File: src/rtl/sprite_row_renderer.sv
// Per-scanline sprite row renderer: fetches one ROM row, then streams scaled 1-bpp pixels at sprx.
// Optional horizontal mirroring is enabled by defining SPRITE_ROW_RENDERER_FLIP_EN.
module sprite_row_renderer #(
   parameter int unsigned SPR_W   = 8,
   parameter int unsigned SPR_H   = 8,
   parameter int unsigned SCALE_X = 1,
   parameter int unsigned SCALE_Y = 1,
   parameter int unsigned CORDW   = 16,
   parameter int unsigned ADDRW   = $clog2(SPR_H)
) (
   input  logic                    clk,
   input  logic                    rst,
   input  logic                    line,
   input  logic signed [CORDW-1:0] sx,
   input  logic signed [CORDW-1:0] sy,
   input  logic signed [CORDW-1:0] sprx,
   input  logic signed [CORDW-1:0] spry,
   input  logic                    flip,
   output logic [ADDRW-1:0]        rom_addr,
   input  logic [SPR_W-1:0]        rom_data,
   output logic                    pix,
   output logic                    drawing,
   output logic                    done
);

   localparam int unsigned DRAW_N = SPR_W * SCALE_X;
   localparam int unsigned ROWS_N = SPR_H * SCALE_Y;
   localparam int unsigned CNTW   = $clog2(DRAW_N);
   localparam int unsigned YSH    = $clog2(SCALE_Y);

   typedef enum logic [2:0] {IDLE, REG_POS, LOAD, WAIT_POS, DRAW, DONE} state_t;

   state_t                  state_q, state_d;
   logic signed [CORDW-1:0] sprx_q, sprx_d;
   logic [SPR_W-1:0]        shift_q, shift_d;
   logic [CNTW-1:0]         cnt_q, cnt_d;
   logic [ADDRW-1:0]        rom_addr_q, rom_addr_d;
   logic                    pix_q, pix_d;
   logic                    drawing_q, drawing_d;
   logic                    done_q, done_d;
   logic [CORDW:0]          dy;
   logic                    dy_in_range;
   logic [ADDRW-1:0]        dy_row;
   logic [SPR_W-1:0]        load_row;

   // Row offset at one extra bit so sprites straddling the sign boundary compare correctly
   assign dy          = {sy[CORDW-1], sy} - {spry[CORDW-1], spry};
   assign dy_in_range = !dy[CORDW] && (dy[CORDW-1:0] < CORDW'(ROWS_N));
   assign dy_row      = ADDRW'(dy[CORDW-1:0] >> YSH);

`ifdef SPRITE_ROW_RENDERER_FLIP_EN
   logic flip_q, flip_d;
   logic [SPR_W-1:0] row_rev;

   always_comb begin
      row_rev = '0;
      for (int i = 0; i < int'(SPR_W); i++) row_rev[i] = rom_data[int'(SPR_W)-1-i];
   end

   assign load_row = flip_q ? row_rev : rom_data;
`else
   logic unused_flip;

   assign unused_flip = flip;
   assign load_row    = rom_data;
`endif

   always_ff @(posedge clk) begin
      if (rst) begin
         state_q    <= IDLE;
         sprx_q     <= '0;
         shift_q    <= '0;
         cnt_q      <= '0;
         rom_addr_q <= '0;
         pix_q      <= 1'b0;
         drawing_q  <= 1'b0;
         done_q     <= 1'b0;
`ifdef SPRITE_ROW_RENDERER_FLIP_EN
         flip_q     <= 1'b0;
`endif
      end else begin
         state_q    <= state_d;
         sprx_q     <= sprx_d;
         shift_q    <= shift_d;
         cnt_q      <= cnt_d;
         rom_addr_q <= rom_addr_d;
         pix_q      <= pix_d;
         drawing_q  <= drawing_d;
         done_q     <= done_d;
`ifdef SPRITE_ROW_RENDERER_FLIP_EN
         flip_q     <= flip_d;
`endif
      end
   end

   // Next state plus next values of the registered outputs (they describe the following cycle)
   always_comb begin
      state_d    = state_q;
      sprx_d     = sprx_q;
      shift_d    = shift_q;
      cnt_d      = cnt_q;
      rom_addr_d = rom_addr_q;
      pix_d      = 1'b0;
      drawing_d  = 1'b0;
      done_d     = 1'b0;
`ifdef SPRITE_ROW_RENDERER_FLIP_EN
      flip_d     = flip_q;
`endif
      if (line) begin
         state_d = REG_POS;
      end else begin
         case (state_q)
            IDLE: ;
            REG_POS: begin
               sprx_d = sprx;
`ifdef SPRITE_ROW_RENDERER_FLIP_EN
               flip_d = flip;
`endif
               if (dy_in_range) begin
                  state_d    = LOAD;
                  rom_addr_d = dy_row;
               end else begin
                  state_d = DONE;
                  done_d  = 1'b1;
               end
            end
            LOAD: begin
               shift_d = load_row;
               state_d = WAIT_POS;
            end
            WAIT_POS: begin
               if (sx == sprx_q) begin
                  state_d   = DRAW;
                  cnt_d     = '0;
                  drawing_d = 1'b1;
                  pix_d     = shift_q[SPR_W-1];
               end
            end
            DRAW: begin
               if (cnt_q == CNTW'(DRAW_N - 1)) begin
                  state_d = DONE;
                  done_d  = 1'b1;
               end else begin
                  cnt_d = cnt_q + CNTW'(1);
                  // Advance to the next source pixel once it has been shown SCALE_X times
                  if ((cnt_q & CNTW'(SCALE_X - 1)) == CNTW'(SCALE_X - 1)) shift_d = shift_q << 1;
                  drawing_d = 1'b1;
                  pix_d     = shift_d[SPR_W-1];
               end
            end
            DONE:    state_d = IDLE;
            default: state_d = IDLE;
         endcase
      end
   end

   assign rom_addr = rom_addr_q;
   assign pix      = pix_q;
   assign drawing  = drawing_q;
   assign done     = done_q;

endmodule
File: config.mk
export PLATFORM = sky130hd
export DESIGN_NAME = sprite_row_renderer
export DESIGN_NICKNAME = d
export VERILOG_FILES = /design/src/rtl/sprite_row_renderer.sv
export SDC_FILE = /design/constraint.sdc
export NUM_CORES = 1
export LEC_CHECK = 0
export ABC_AREA = 1
export BUFFER_PORTS_ARGS = -buffer_cell sky130_fd_sc_hd__buf_2
export CORE_MARGIN = 2
export CORE_UTILIZATION = 45
export CTS_CLUSTER_DIAMETER = 150
export DETAILED_ROUTE_END_ITERATION = 6
export PLACE_DENSITY = 0.7
export SKIP_CTS_REPAIR_TIMING = 1
export SKIP_LAST_GASP = 1
export SYNTH_ARGS = -nofsm -noshare
export SYNTH_HDL_FRONTEND = slang
export SYNTH_SLANG_ARGS = --single-unit
File: constraint.sdc
create_clock -name clk -period 2.55 [get_ports clk]
set_clock_uncertainty 0.2 [all_clocks]
set_input_delay 0.3825 -clock clk [delete_from_list [all_inputs] [get_ports clk]]
set_output_delay 0.3825 -clock clk [all_outputs]
set_load 0.02 [all_outputs]
# == Word-level counts from Yosys, hierarchy flattened ==
# Index checks and enable logic that the tools add are counted.
# totals
output_inout_bits,6
reg_bits,36
# op_classes
n_reduce_logical,12
eq_ne,12
mux,19
n_addsub,2
bitwise_logic,2
order_cmp,1
# op_table
operator,count
subtractor 16 x 16 -> 17 bit,1
== test 16 bit,1
less-than comparator 16 x 4 -> 1 bit (second input constant),1
case mux 8 bit (2 select lines),1
two-way mux 3 bit,5
case mux 3 bit (5 select lines),1
AND reduction 3 bit,4
two-way mux 8 bit,1
!= test 2 bit (second input constant),4
two-way mux 1 bit,7
== test 3 x 2 -> 1 bit (second input constant),2
== test 3 bit (second input constant),2
!= test 3 bit (second input constant),2
case mux 1 bit (2 select lines),3
case mux 3 bit (2 select lines),1
AND reduction 4 bit,1
nonzero test 2 bit,2
adder 3 x 1 -> 3 bit (second input constant),1
== test 3 x 1 -> 1 bit (second input constant),1
logical NOT 3 bit,1
inverter 1 bit,2
AND reduction 2 bit,1
OR reduction 2 bit,1
logical AND 1 bit,1
logical NOT 1 bit,1

# == Logic depth before layout (Yosys ltp) ==
# Gate-level depths: netlist (run 1).
# logic_depth
ltp_word,6
depth_mapped,20
ltp_nobuf,20

# == Worst setup path before layout (run 1) ==
# No wires, ideal clock.
# synth_timing
path_kind,input-to-reg
start,input sy[0]
end,"register rom_addr_q[0], in the netlist rom_addr[0]"
arrival_ns,2.131
path_stages,20
required_ns,2.286
n_path_buf,0
setup_slack_ns,0.155
cell_sequence,inv_1 -> ha_1 -> fa_1 -> inv_1 -> nand3_1 -> nand2_2 -> nand2_2 -> nand2_2 -> nand2_2 -> nand2_1 -> nand2_1 -> nand2_2 -> nand2_1 -> nor2_2 -> nand3_2 -> inv_2 -> nand3_2 -> nand2_1 -> inv_1 -> nor2_1
# synth_between
elab_chain_cells,4
word_cells_on_any_way,5
# synth_rtl
element,line,source
"start, declared",15,"input logic signed [CORDW-1:0] sy,"
subtractor 16 x 16 -> 17 bit (*),47,"assign dy = {sy[CORDW-1], sy} - {spry[CORDW-1], spry};"
less-than comparator 16 x 4 -> 1 bit or logical NOT 1 bit (tied branches),48,assign dy_in_range = !dy[CORDW] && (dy[CORDW-1:0] < CORDW'(ROWS_N));
logical AND 1 bit,48,
AND reduction 3 bit (no line),-,
"end signal, assigned",86,rom_addr_q <= rom_addr_d;
"end, declared",37,"logic [ADDRW-1:0] rom_addr_q, rom_addr_d;"
# Mark *: on every way between the ends. The rest lies on a longest branch, timed or not.
# A chain may end at the register's enable or synchronous reset.

# == Worst setup path in the final report (run 1) ==
# Same ends and word-level chain as after synthesis.

==> results.txt, run 1 <==
- Number of synthesized register bits: 36
- Share of synthesized area spent on multiplexers: 0%
* Least setup slack across all paths after layout: 263 ps
* Seq/Total Area, Yosys: 24.4%
- Clock latency reported for the late side of the worst-skew pair: 290 ps
* Antenna-violating nets left: 0
- Crit path time final: 2290 ps
* Reported max-cap violation count: 0
- In the final routed layout, each cell accounts on average for 10.2 um.
- After detailed routing, the number of vias per cell comes to 4.69.
- Status: finished clean
* Unrepaired setup endpoints after global routing: no
- Fillcell total: 654
* PwrDens: 407 mW/mm2
* Post-synthesis average cell area: 6.03 um2
- Share of the synthesized area in compound gates (AO/OA/AOI/OAI): 11.6%
* Number of hold violations in the final report: 0
- Ant diodes: 0
- Setup total negative slack on the finished layout was measured at 0 ps.
- By area, the combinational part of the netlist is dominated by simple AND/OR/NAND/NOR gates.
* Total Routing Usage GR: 19.4%
* H-tree depth: 2
- Lkg Pwr: 1.97 nW
- The number of global-route vias before repair is 2856.
- The die is 85.1 um tall.
- Area after detailed placement: 0.00345 mm2
* Synthesized area: 0.00296 mm2
* Number of buffers created by CTS: 5
* Number of placement rows: 29
- The library cell used most frequently in the layout, excluding fill and tap cells, is sky130_fd_sc_hd__nand2_1.
- Detailed Route WL: 6.64 mm
- Maximum fanout count along the critical path: 5
* Final weighted congestion in routability-driven placement: 0.836
* Startpoint kind of the worst setup timing path: input port
- HPWL after detailed placement: 5.37 mm
- In the finished design, the share of the clock period the worst path needs comes to 89.7%.
- The floorplan step set the die width to 85.1 um.
* Number of remaining DRC errors: 0
- Final-report setup violation count: 0
* Post-synthesis xor/xnor area fraction: 5.04%
- Number of antenna violations at the first check in global routing: 0
* Area delta synth->final: 20.3%
- The cell count after synthesis came out at 490.
- Once the floorplan was initialized, standard cells occupied 46.6% of the core.
* Share of cells above drive strength 1: 20.4%
- Gr ovfl total: 0
- The worst setup path is of the input port to flip-flop kind.
- Yosys Warn Count: 0
- STA puts the critical path data required time at 2580 ps.
- Prior to clock tree synthesis, the placed netlist has a worst setup slack of -168 ps.
- Clock tree from TritonCTS: done
- Ports placed on the boundary: 82
- Net count after synthesis: 585
- Pin count of the biggest net entering global routing: 21
- Root cell of the clock tree: sky130_fd_sc_hd__clkbuf_8
* TritonCTS Sinks: 36
* Core footprint: 0.00635 mm2
- Yosys mapped the design onto 30 distinct sky130hd cell types.
- Measured against its own limit, the worst slew margin works out to 63.0%.
- Post-Synth Simple-Gate Area: 36.1%
* Finished Cell Area: 0.00356 mm2
* Slew @ Worst Pin: 554 ps
- Most frequent cells in the layout: 129 x sky130_fd_sc_hd__nand2_1, 100 x sky130_fd_sc_hd__inv_1, 80 x sky130_fd_sc_hd__buf_2
* Total via count after detailed routing: 3047
* Fraction of the mapped netlist area in adder cells: 8.29%
- Clock-pin slew on the worst setup and hold paths: 70 ps
- The max-slew violation count was 0.
- The path class of the tightest hold or removal check is input port to flip-flop.
* Wire length of the first global-routing pass: 11.9 mm
- Clk buf depth: 2
- The worst setup path is captured at a flip-flop.
- Die Footprint: 0.00723 mm2
- Worst vdd rail ir drop: 312 uV
- Timing would allow up to 437 MHz.
- Router iterations before antenna repair: 4
* WP data arrival: 2320 ps
- Layout Nets: 668
* Register-to-register setup slack: 390 ps
- Buffers placed on the I/O ports in this run total 80.
- In this run, the number of DRC markers left after iteration 0 of detailed routing was 129.
critical path: stages:
cell and delay (ps):
sky130_fd_sc_hd__buf_2 80, sky130_fd_sc_hd__inv_1 30, sky130_fd_sc_hd__ha_1 220, sky130_fd_sc_hd__fa_2 350, sky130_fd_sc_hd__inv_1 90, sky130_fd_sc_hd__nand3_2 80
sky130_fd_sc_hd__nand2_2 90, sky130_fd_sc_hd__nand2_2 60, sky130_fd_sc_hd__nand2_4 80, sky130_fd_sc_hd__nand2_2 50, sky130_fd_sc_hd__nand2_1 50, sky130_fd_sc_hd__nand2_1 60
sky130_fd_sc_hd__nand2_2 50, sky130_fd_sc_hd__nand2_1 60, sky130_fd_sc_hd__nor2_2 120, sky130_fd_sc_hd__nand3_2 90, sky130_fd_sc_hd__inv_2 100, sky130_fd_sc_hd__nand3_2 90
sky130_fd_sc_hd__nand2_1 70, sky130_fd_sc_hd__inv_1 30, sky130_fd_sc_hd__nor2_1 80
power by group:
| part | internal (W) | switching, W |
|---|---|---|
| registers | 0.000578 | 0.00000999 |
| logic | 0.000179 | 0.000245 |
| clock network | 0.000240 | 0.000196 |
logic make-up (layout without fill, tap and decap cells):
logic type,after synthesis,count (layout)
adder cells (fa/ha/maj),19,19
AND/OR/NAND/NOR,247,247
flip-flops,36,36
AO/OA/AOI/OAI,58,58
XOR/XNOR,17,17
buffers and inverters,113,196
registers in the layout, indices dropped and copies added (netlist names):
register / cells
cnt_q: 3
done: 1
drawing: 1
pix: 1
rom_addr: 3
shift_q: 8
sprx_q: 16
state_q: 3
layer usage:
layer / track usage [%] / vias up / part of all wire, %
met1: 25.8 / 1293 / 49
met5: 0 / - / 0
met2: 31.5 / 68 / 44
met3: 5.35 / 6 / 6.2
met4: 4.04 / 0 / 0.48
li1: - / 1680 / -
path summary, 6_finish.rpt:
path                           from                  endpoint  cells past startpoint
min reg2reg  sprx_q[4]$_SDFFE_PP0P_    sprx_q[4]$_SDFFE_PP0P_                      2
max reg2reg   cnt_q[0]$_SDFFE_PP0P_   shift_q[6]$_SDFFE_PP0P_                     10
max                           sy[0]  rom_addr[0]$_SDFFE_PP0P_                     21
min                        sprx[11]   sprx_q[11]$_SDFFE_PP0P_                      3
cells in the mapped netlist:
| cell type | number | share of area [%] |
|---|---|---|
| sky130_fd_sc_hd__a211oi_1 | 13 | 3.3 |
| sky130_fd_sc_hd__a21oi_1 | 21 | 3.6 |
| sky130_fd_sc_hd__a21oi_2 | 2 | 0.59 |
| sky130_fd_sc_hd__a31oi_1 | 1 | 0.21 |
| sky130_fd_sc_hd__a32oi_1 | 1 | 0.30 |
| sky130_fd_sc_hd__and2_1 | 3 | 0.63 |
| sky130_fd_sc_hd__buf_2 | 1 | 0.17 |
| sky130_fd_sc_hd__buf_6 | 1 | 0.38 |
| sky130_fd_sc_hd__clkbuf_1 | 7 | 0.89 |
| sky130_fd_sc_hd__dfxtp_1 | 36 | 24 |
| sky130_fd_sc_hd__fa_1 | 1 | 0.68 |
| sky130_fd_sc_hd__ha_1 | 18 | 7.6 |
| sky130_fd_sc_hd__inv_1 | 100 | 13 |
| sky130_fd_sc_hd__inv_2 | 4 | 0.51 |
| sky130_fd_sc_hd__nand2_1 | 129 | 16 |
| sky130_fd_sc_hd__nand2_2 | 9 | 1.9 |
| sky130_fd_sc_hd__nand3_1 | 24 | 4.1 |
| sky130_fd_sc_hd__nand3_2 | 5 | 1.7 |
| sky130_fd_sc_hd__nand3b_1 | 2 | 0.51 |
| sky130_fd_sc_hd__nand4_1 | 10 | 2.1 |
| sky130_fd_sc_hd__nor2_1 | 60 | 7.6 |
| sky130_fd_sc_hd__nor2_2 | 2 | 0.42 |
| sky130_fd_sc_hd__nor2_4 | 1 | 0.38 |
| sky130_fd_sc_hd__nor3_1 | 1 | 0.17 |
| sky130_fd_sc_hd__o2111ai_1 | 1 | 0.30 |
| sky130_fd_sc_hd__o211ai_1 | 1 | 0.25 |
| sky130_fd_sc_hd__o21ai_0 | 18 | 3.0 |
| sky130_fd_sc_hd__or2_1 | 1 | 0.21 |
| sky130_fd_sc_hd__xnor2_1 | 16 | 4.7 |
| sky130_fd_sc_hd__xor2_1 | 1 | 0.30 |
stage by stage:
stage,hold slack [ps],total power (W),cells,util (%)
2_1_floorplan,234,0.000897,490,-
3_3_place_gp,246,0.00101,643,54.3
3_5_place_dp,251,0.00102,643,54.3
4_1_cts,109,0.00146,650,55.8
5_1_grt,129,0.00156,650,56.0
6_report,111,0.00145,650,56.0
layout make-up:
class,instances,area (um2),area share (%)
clock buffers,7,96.3,2.71
inverters,104,390,11.0
multi-input cells,341,1820,51.0
flip-flops and latches,36,721,20.3
well taps,77,96.3,2.71
repair buffers,85,438,12.3
(Power assumes the default switching activity.)
==> run 2: changes to the inputs <==
- PLACE_DENSITY: 0.7 -> default
- PLACE_DENSITY_LB_ADDON: default -> 0.12
==> run 2 against run 1 <==
Clock-buffer cell count unchanged. Fmax fell by 1.3%. Design area decreased by 0.21%. First-iteration DRC count grew 6.2%. Largest power group unchanged. Highest routed layer unchanged.
==> results.txt, run 2 (synthesis results as in run 1) <==
- The leakage power was 1.96 nW (was 1.97 nW).
- The via total after detailed routing was 3035 (was 3047).
- The count of max-cap constraint violations is 0 (unchanged).
- Floorplan die width: 85.1 um (unchanged)
* Clock tree from TritonCTS: done (unchanged)
* Startpoint kind of the worst setup timing path: input port (unchanged)
* Finished Cell Area: 0.00355 mm2 (was 0.00356 mm2)
- The vertical die dimension came to 85.1 um (unchanged).
- The worst relative slew slack was 63.2% (was 63.0%).
* Pin count of the biggest net entering global routing: 21 (unchanged)
- The number of failing hold endpoints at the final stage came to 0 (unchanged).
- The utilization after layout came to 55.9% (was 56.0%).
* TritonCTS Sinks: 36 (unchanged)
- Area delta synth->final: 20.1% (was 20.3%)
* Share of the cycle needed by the critical path after routing: 90.9% (was 89.7%)
- Crit path time final: 2320 ps (was 2290 ps)
* Share of cells above drive strength 1: 20.4% (about the same)
* Kind of end point of the critical path: flip-flop (unchanged)
- The slew at the pin closest to its max-slew limit is 552 ps (was 554 ps).
- The starting density of the core came to 46.6% (unchanged).
* Ant diodes: 0 (unchanged)
* PortBufs: 80 (unchanged)
* Worst vdd rail ir drop: 331 uV (was 312 uV)
- Status: finished clean (unchanged).
- The TritonCTS buffer count came to 5 (unchanged).
- Required time worst endpoint: 2560 ps (was 2580 ps)
- Clock latency reported for the late side of the worst-skew pair: 280 ps (was 290 ps)
- The least setup slack across all paths after layout is 232 ps (was 263 ps).
* Layout Nets: 668 (unchanged)
* Largest registers ranked by flip-flop count: sprx_q x16, shift_q x8 (unchanged)
- Kind of path behind the tightest hold check: input port to flip-flop (unchanged)
* H-tree depth: 2 (unchanged)
- The number of optimization iterations in the first detailed-route pass came to 5 (was 4).
- The global route total overflow is 0 (unchanged).
* Number of placement rows: 29 (unchanged)
* Vias per cell: 4.66 (was 4.69)
- Most common library cell in the layout ignoring fill and taps: sky130_fd_sc_hd__nand2_1 (unchanged)
* Post-route insts no fill: 651 (was 650)
- The number of buffers on the longest clock path was 2 (unchanged).
- Most frequent cells in the layout: 129 x sky130_fd_sc_hd__nand2_1, 100 x sky130_fd_sc_hd__inv_1, 80 x sky130_fd_sc_hd__buf_2 (unchanged).
- The global-route wire length before repair came to 11.3 mm (was 11.9 mm).
* Post-Place Cells: 643 (unchanged)
* Detailed Route WL: 6.54 mm (was 6.64 mm)
- Area after detailed placement: 0.00345 mm2 (unchanged)
- The violation count after the first detailed-route iteration was 137 (was 129).
- Unrepaired setup endpoints after global routing: no (unchanged).
- Final worst hold slack: 119 ps (was 111 ps)
- The global placer's final weighted congestion came to 0.862 (was 0.836).
- Detailed-route wire length per cell: 10.0 um (was 10.2 um)
- Final slew viol count: 0 (unchanged)
* PwrDens: 402 mW/mm2 (was 407 mW/mm2)
- The number of global-route vias before repair was 2685 (was 2856).
* Core footprint: 0.00635 mm2 (unchanged)
- Number of antenna violations at the first check in global routing: 0 (unchanged)
- The clock transition at the registers of the reported paths is 80 ps (was 70 ps).
- The setup slack at placement was -125 ps (was -168 ps).
- The I/O pin count is 82 (unchanged).
- The total half-perimeter wirelength after legalization and detailed placement came to 5.30 mm (was 5.37 mm).
- The top register by number of flip-flops is sprx_q (unchanged).
- The cell at the root of the clock tree is sky130_fd_sc_hd__clkbuf_8 (unchanged).
- The area of the die was 0.00723 mm2 (unchanged).
- Final-report setup violation count: 0 (unchanged)
- The upper clock frequency limit was 431 MHz (was 437 MHz).
* Total Routing Usage GR: 18.3% (was 19.4%)
- WP data arrival: 2330 ps (was 2320 ps)
* Antenna-violating nets left: 0 (unchanged)
* Kind of critical path: input port to flip-flop (unchanged)
- Largest register FFs: 16 (unchanged)
- Maximum fanout count along the critical path: 5 (unchanged)
- Number of remaining DRC errors: 0 (unchanged)
-- run 2: stage by stage --
step | setup TNS, ps | total power, W
after floorplan | 0 | 0.000897
after global placement | -158 | 0.00102
after detailed placement | -488 | 0.00102
after CTS | 0 | 0.00144
after global routing | 0 | 0.00154
final | 0 | 0.00143
-- run 2: critical path: stages --
cell	delay [ps]
sky130_fd_sc_hd__buf_2	80
sky130_fd_sc_hd__inv_1	30
sky130_fd_sc_hd__ha_1	210
sky130_fd_sc_hd__fa_1	380
sky130_fd_sc_hd__inv_1	90
sky130_fd_sc_hd__nand3_2	80
sky130_fd_sc_hd__nand2_2	90
sky130_fd_sc_hd__nand2_2	50
sky130_fd_sc_hd__nand2_2	90
sky130_fd_sc_hd__nand2_2	60
sky130_fd_sc_hd__nand2_1	50
sky130_fd_sc_hd__nand2_1	50
sky130_fd_sc_hd__nand2_2	50
sky130_fd_sc_hd__nand2_1	60
sky130_fd_sc_hd__nor2_2	110
sky130_fd_sc_hd__nand3_2	80
sky130_fd_sc_hd__inv_2	100
sky130_fd_sc_hd__nand3_2	90
sky130_fd_sc_hd__nand2_1	80
sky130_fd_sc_hd__inv_1	30
sky130_fd_sc_hd__nor2_1	90
-- run 2: power breakdown --
part / total (W) / internal [W] / switching (W)
sequential: 0.000587 / 0.000578 / 0.00000975
combinational: 0.000425 / 0.000178 / 0.000247
clock: 0.000416 / 0.000219 / 0.000196
-- run 2: final timing paths --
kind,start,endpoint,slack (ps),depth (start not counted)
setup / recovery,sy[0],rom_addr[2]$_SDFFE_PP0P_,230,21
hold reg to reg,sprx_q[10]$_SDFFE_PP0P_,sprx_q[10]$_SDFFE_PP0P_,260,2
hold / removal,sprx[7],sprx_q[7]$_SDFFE_PP0P_,120,3
setup reg to reg,cnt_q[0]$_SDFFE_PP0P_,shift_q[6]$_SDFFE_PP0P_,420,10
-- run 2: layout make-up --
| cell class | count | area, um2 |
|---|---|---|
| Timing Repair Buffer | 85 | 438 |
| Inverter | 104 | 390 |
| Clock buffer | 7 | 86.3 |
| Fill cell | 662 | 2800 |
| Sequential cell | 36 | 721 |
| Multi-Input combinational cell | 341 | 1810 |
| Tap cell | 77 | 96.3 |
| Clock inverter | 1 | 7.51 |
-- run 2: metal layers --
layer	up-vias	part of all wire, %	track usage [%]	wire length, um
met5	-	0	0	0
met3	4	8.2	4.67	535
met4	0	0.40	2.60	26
li1	1682	-	-	-
met2	87	41	27.8	2670
met1	1262	51	26.8	3310
==> run 3: changes to the inputs <==
- CORE_MARGIN: 2 -> default
- SLEW_MARGIN: default -> 0
- clock period: 2.55 -> 2.4 ns (I/O delays scaled with it)
==> run 3 against run 2 <==
First-iteration DRC count fell by 23%. Wire length rose by 2.5%. Sequential cell count did not move. Largest cell class unchanged.
==> results.txt, run 3 (synthesis results as in run 1) <==
- The number of buffer and inverter stages on the critical path was 4 (was 5).
- Vias per cell: 4.62 (was 4.66)
- For this run, the top clock speed supported by timing is 447 MHz.
* Kind of end point of the critical path: flip-flop (unchanged)
- Layout Nets: 679 (was 668)
- Number of antenna violations at the first check in global routing: 0 (unchanged)
- CP max stage cell: sky130_fd_sc_hd__ha_1 (was sky130_fd_sc_hd__fa_1)
- The top register by number of flip-flops is sprx_q (unchanged).
- The post-synthesis to final-layout area growth was 23.4% (was 20.1%).
- The clock transition at the registers of the reported paths came to 80 ps (about the same).
- The maximum number of pins on one net before global-route repair came to 21 (unchanged).
- The critical path start-end classification was input port to flip-flop (unchanged).
- Unrepaired setup endpoints after global routing: no (unchanged).
* Wire length of the first global-routing pass: 11.3 mm (about the same)
- The worst path in the final design needs a cycle of 2240 ps, including I/O delays and setup.
* Area after detailed placement: 0.00353 mm2 (was 0.00345 mm2)
- The power density of the placed cells is 422 mW/mm2 (was 402 mW/mm2).
* Design Power: 0.00154 W (was 0.00143 W)
* Detailed Route WL: 6.70 mm (was 6.54 mm)
* Maximum fanout count along the critical path: 5 (unchanged)
- The startpoint kind of the worst setup timing path is an input port (unchanged).
- Number of hold violations in the final report: 0 (unchanged)
- Fillcell total: 662 (unchanged)
* Final slew viol count: 0 (unchanged)
- Critical path depth: 17 (was 21)
- The CTS tree was done (unchanged).
- The number of stages on the worst hold path was 3 (unchanged).
- Largest registers ranked by flip-flop count: sprx_q x16, shift_q x8 (unchanged)
- Finished Cell Area: 0.00365 mm2 (was 0.00355 mm2)
- Cell count of the worst reg-to-reg path: 10 (unchanged)
- Worst vdd rail ir drop: 269 uV (was 331 uV)
- Slew @ Worst Pin: 569 ps (was 552 ps)
- The antenna cell count is 0 (unchanged).
- The worst path uses 93.1% of the clock period.
- The insertion delay to the later sink of the worst-skew pair was 290 ps (was 280 ps).
* Most common library cell in the layout ignoring fill and taps: sky130_fd_sc_hd__nand2_1 (unchanged)
* Area of the multi-input gates: 0.00183 mm2 (was 0.00181 mm2)
- Vias in the first global route: 2678 (was 2685)
* Total via count after detailed routing: 3059 (was 3035)
- The total global-route track usage came to 19.4% (was 18.3%).
* Crit path top cell by count: sky130_fd_sc_hd__nand2_1 (was sky130_fd_sc_hd__nand2_2)
- Largest register FFs: 16 (unchanged)
- The number of buffers on the longest clock path was 2 (unchanged).
- Cell breakdown of the critical path: buf_2, ha_1, nand2_2, inv_1, a21oi_2, nand2_2, nand2_1, nand3_1, nor2_1, nand2_1, nor2_2, nand3_2, inv_4, nand3_4, nand2_1, inv_1, nor2_1 (was buf_2, inv_1, ha_1, fa_1, inv_1, nand3_2, nand2_2, nand2_2, nand2_2, nand2_2, nand2_1, nand2_1, nand2_2, nand2_1, nor2_2, nand3_2, inv_2, nand3_2, nand2_1, inv_1, nor2_1)
- PortBufs: 80 (unchanged)
* Sequential standard cell area: 721 um2 (unchanged)
* Detailed-route wire length per cell: 10.1 um (was 10.0 um)
- Ports placed on the boundary: 82 (unchanged)
* Reported max-cap violation count: 0 (unchanged)
- The cell at the root of the clock tree was sky130_fd_sc_hd__clkbuf_8 (unchanged).
* Antenna-violating nets left: 0 (unchanged)
- The global route total overflow came to 0 (unchanged).
* HPWL after detailed placement: 5.49 mm (was 5.30 mm)
* Delay of the slowest cell on the worst path: 370 ps (was 380 ps)
- Largest delay share family, worst path: simple AND/OR/NAND/NOR gates (unchanged)
* Die Footprint: 0.00690 mm2 (was 0.00723 mm2)
- The horizontal die dimension is 83.1 um (was 85.1 um).
- Core footprint: 0.00635 mm2 (unchanged)
- TritonCTS Sinks: 36 (unchanged)
* Router iterations before antenna repair: 4 (was 5)
- Relative max-transition margin: 62.0% (was 63.2%)
- The H-tree depth is 2 (unchanged).
- Required time worst endpoint: 2420 ps (was 2560 ps)
- Die span in y: 83.1 um (was 85.1 um)
* Final-report setup violation count: 0 (unchanged)
- The site row count was 29 (unchanged).
- The TritonCTS buffer count came to 5 (unchanged).
- Lkg Pwr: 2.02 nW (was 1.96 nW)
- The fraction of final layout cells sized beyond drive strength 1 came to 22.7% (was 20.4%).
- Final weighted congestion in routability-driven placement: 0.867 (was 0.862)
- Kind of path behind the tightest hold check: input port to flip-flop (unchanged)
- Status: finished clean (unchanged).
* Number of remaining DRC errors: 0 (unchanged)
- The starting density of the core came to 46.6% (unchanged).
- Most frequent cells in the layout: 129 x sky130_fd_sc_hd__nand2_1, 99 x sky130_fd_sc_hd__inv_1, 80 x sky130_fd_sc_hd__buf_2 (was 129 x sky130_fd_sc_hd__nand2_1, 100 x sky130_fd_sc_hd__inv_1, 80 x sky130_fd_sc_hd__buf_2).
- The worst endpoint data arrival time is 2260 ps (was 2330 ps).
- Starting DRC count in detailed routing: 106 (was 137)
run 3: worst paths after layout:
path | start | endpoint | slack (ps)
max | sy[6] | rom_addr[2]$_SDFFE_PP0P_ | 160
min | sprx[0] | sprx_q[0]$_SDFFE_PP0P_ | 80
max reg2reg | cnt_q[0]$_SDFFE_PP0P_ | shift_q[5]$_SDFFE_PP0P_ | 310
min reg2reg | sprx_q[3]$_SDFFE_PP0P_ | sprx_q[3]$_SDFFE_PP0P_ | 260
run 3: area by class of cell:
| class | count | area share, % |
|---|---|---|
| Clock inverter | 3 | 0.514 |
| Inverter | 104 | 10.8 |
| Multi-Input combinational cell | 341 | 50.2 |
| Sequential cell | 36 | 19.7 |
| Timing Repair Buffer | 96 | 14.3 |
| Clock buffer | 5 | 1.89 |
| Tap cell | 77 | 2.64 |
run 3: routing by layer:
metal / global-route usage [%] / share of wire, % / up-vias
met5: 0 / 0 / -
met1: 27.5 / 52 / 1280
li1: - / - / 1706
met3: 3.88 / 5.2 / 4
met2: 30.2 / 42 / 69
met4: 4.23 / 0.46 / 0
run 3: per-stage QoR:
step | hold slack, ps | instances | setup TNS [ps] | utilization [%] | setup slack (ps)
after CTS | 78.9 | 662 | 0 | 57.0 | 37.6
after floorplan | 234 | 490 | 0 | - | 27.3
after detailed placement | 251 | 654 | -1380 | 55.6 | -263
after global placement | 245 | 654 | -892 | 55.6 | -163
final | 84.9 | 662 | 0 | 57.5 | 165
after global routing | 82.5 | 662 | 0 | 57.5 | 3.09
run 3: worst reg2reg max path: stages, from the launching register on:
cell and delay [ps]:
sky130_fd_sc_hd__dfxtp_1 330, sky130_fd_sc_hd__ha_1 200, sky130_fd_sc_hd__ha_1 190, sky130_fd_sc_hd__inv_1 110, sky130_fd_sc_hd__nor2_1 60, sky130_fd_sc_hd__inv_1 60
sky130_fd_sc_hd__nand2_1 50, sky130_fd_sc_hd__inv_1 110, sky130_fd_sc_hd__nand2_1 290, sky130_fd_sc_hd__a211oi_1 280, sky130_fd_sc_hd__a211oi_1 70
run 3: power by group:
group,leakage (nW),internal [W],total [W],switching (W)
Combinational,1.68,0.000212,0.000483,0.000272
Sequential,0.292,0.000614,0.000624,0.0000107
Clock,0.0479,0.000202,0.000431,0.000229
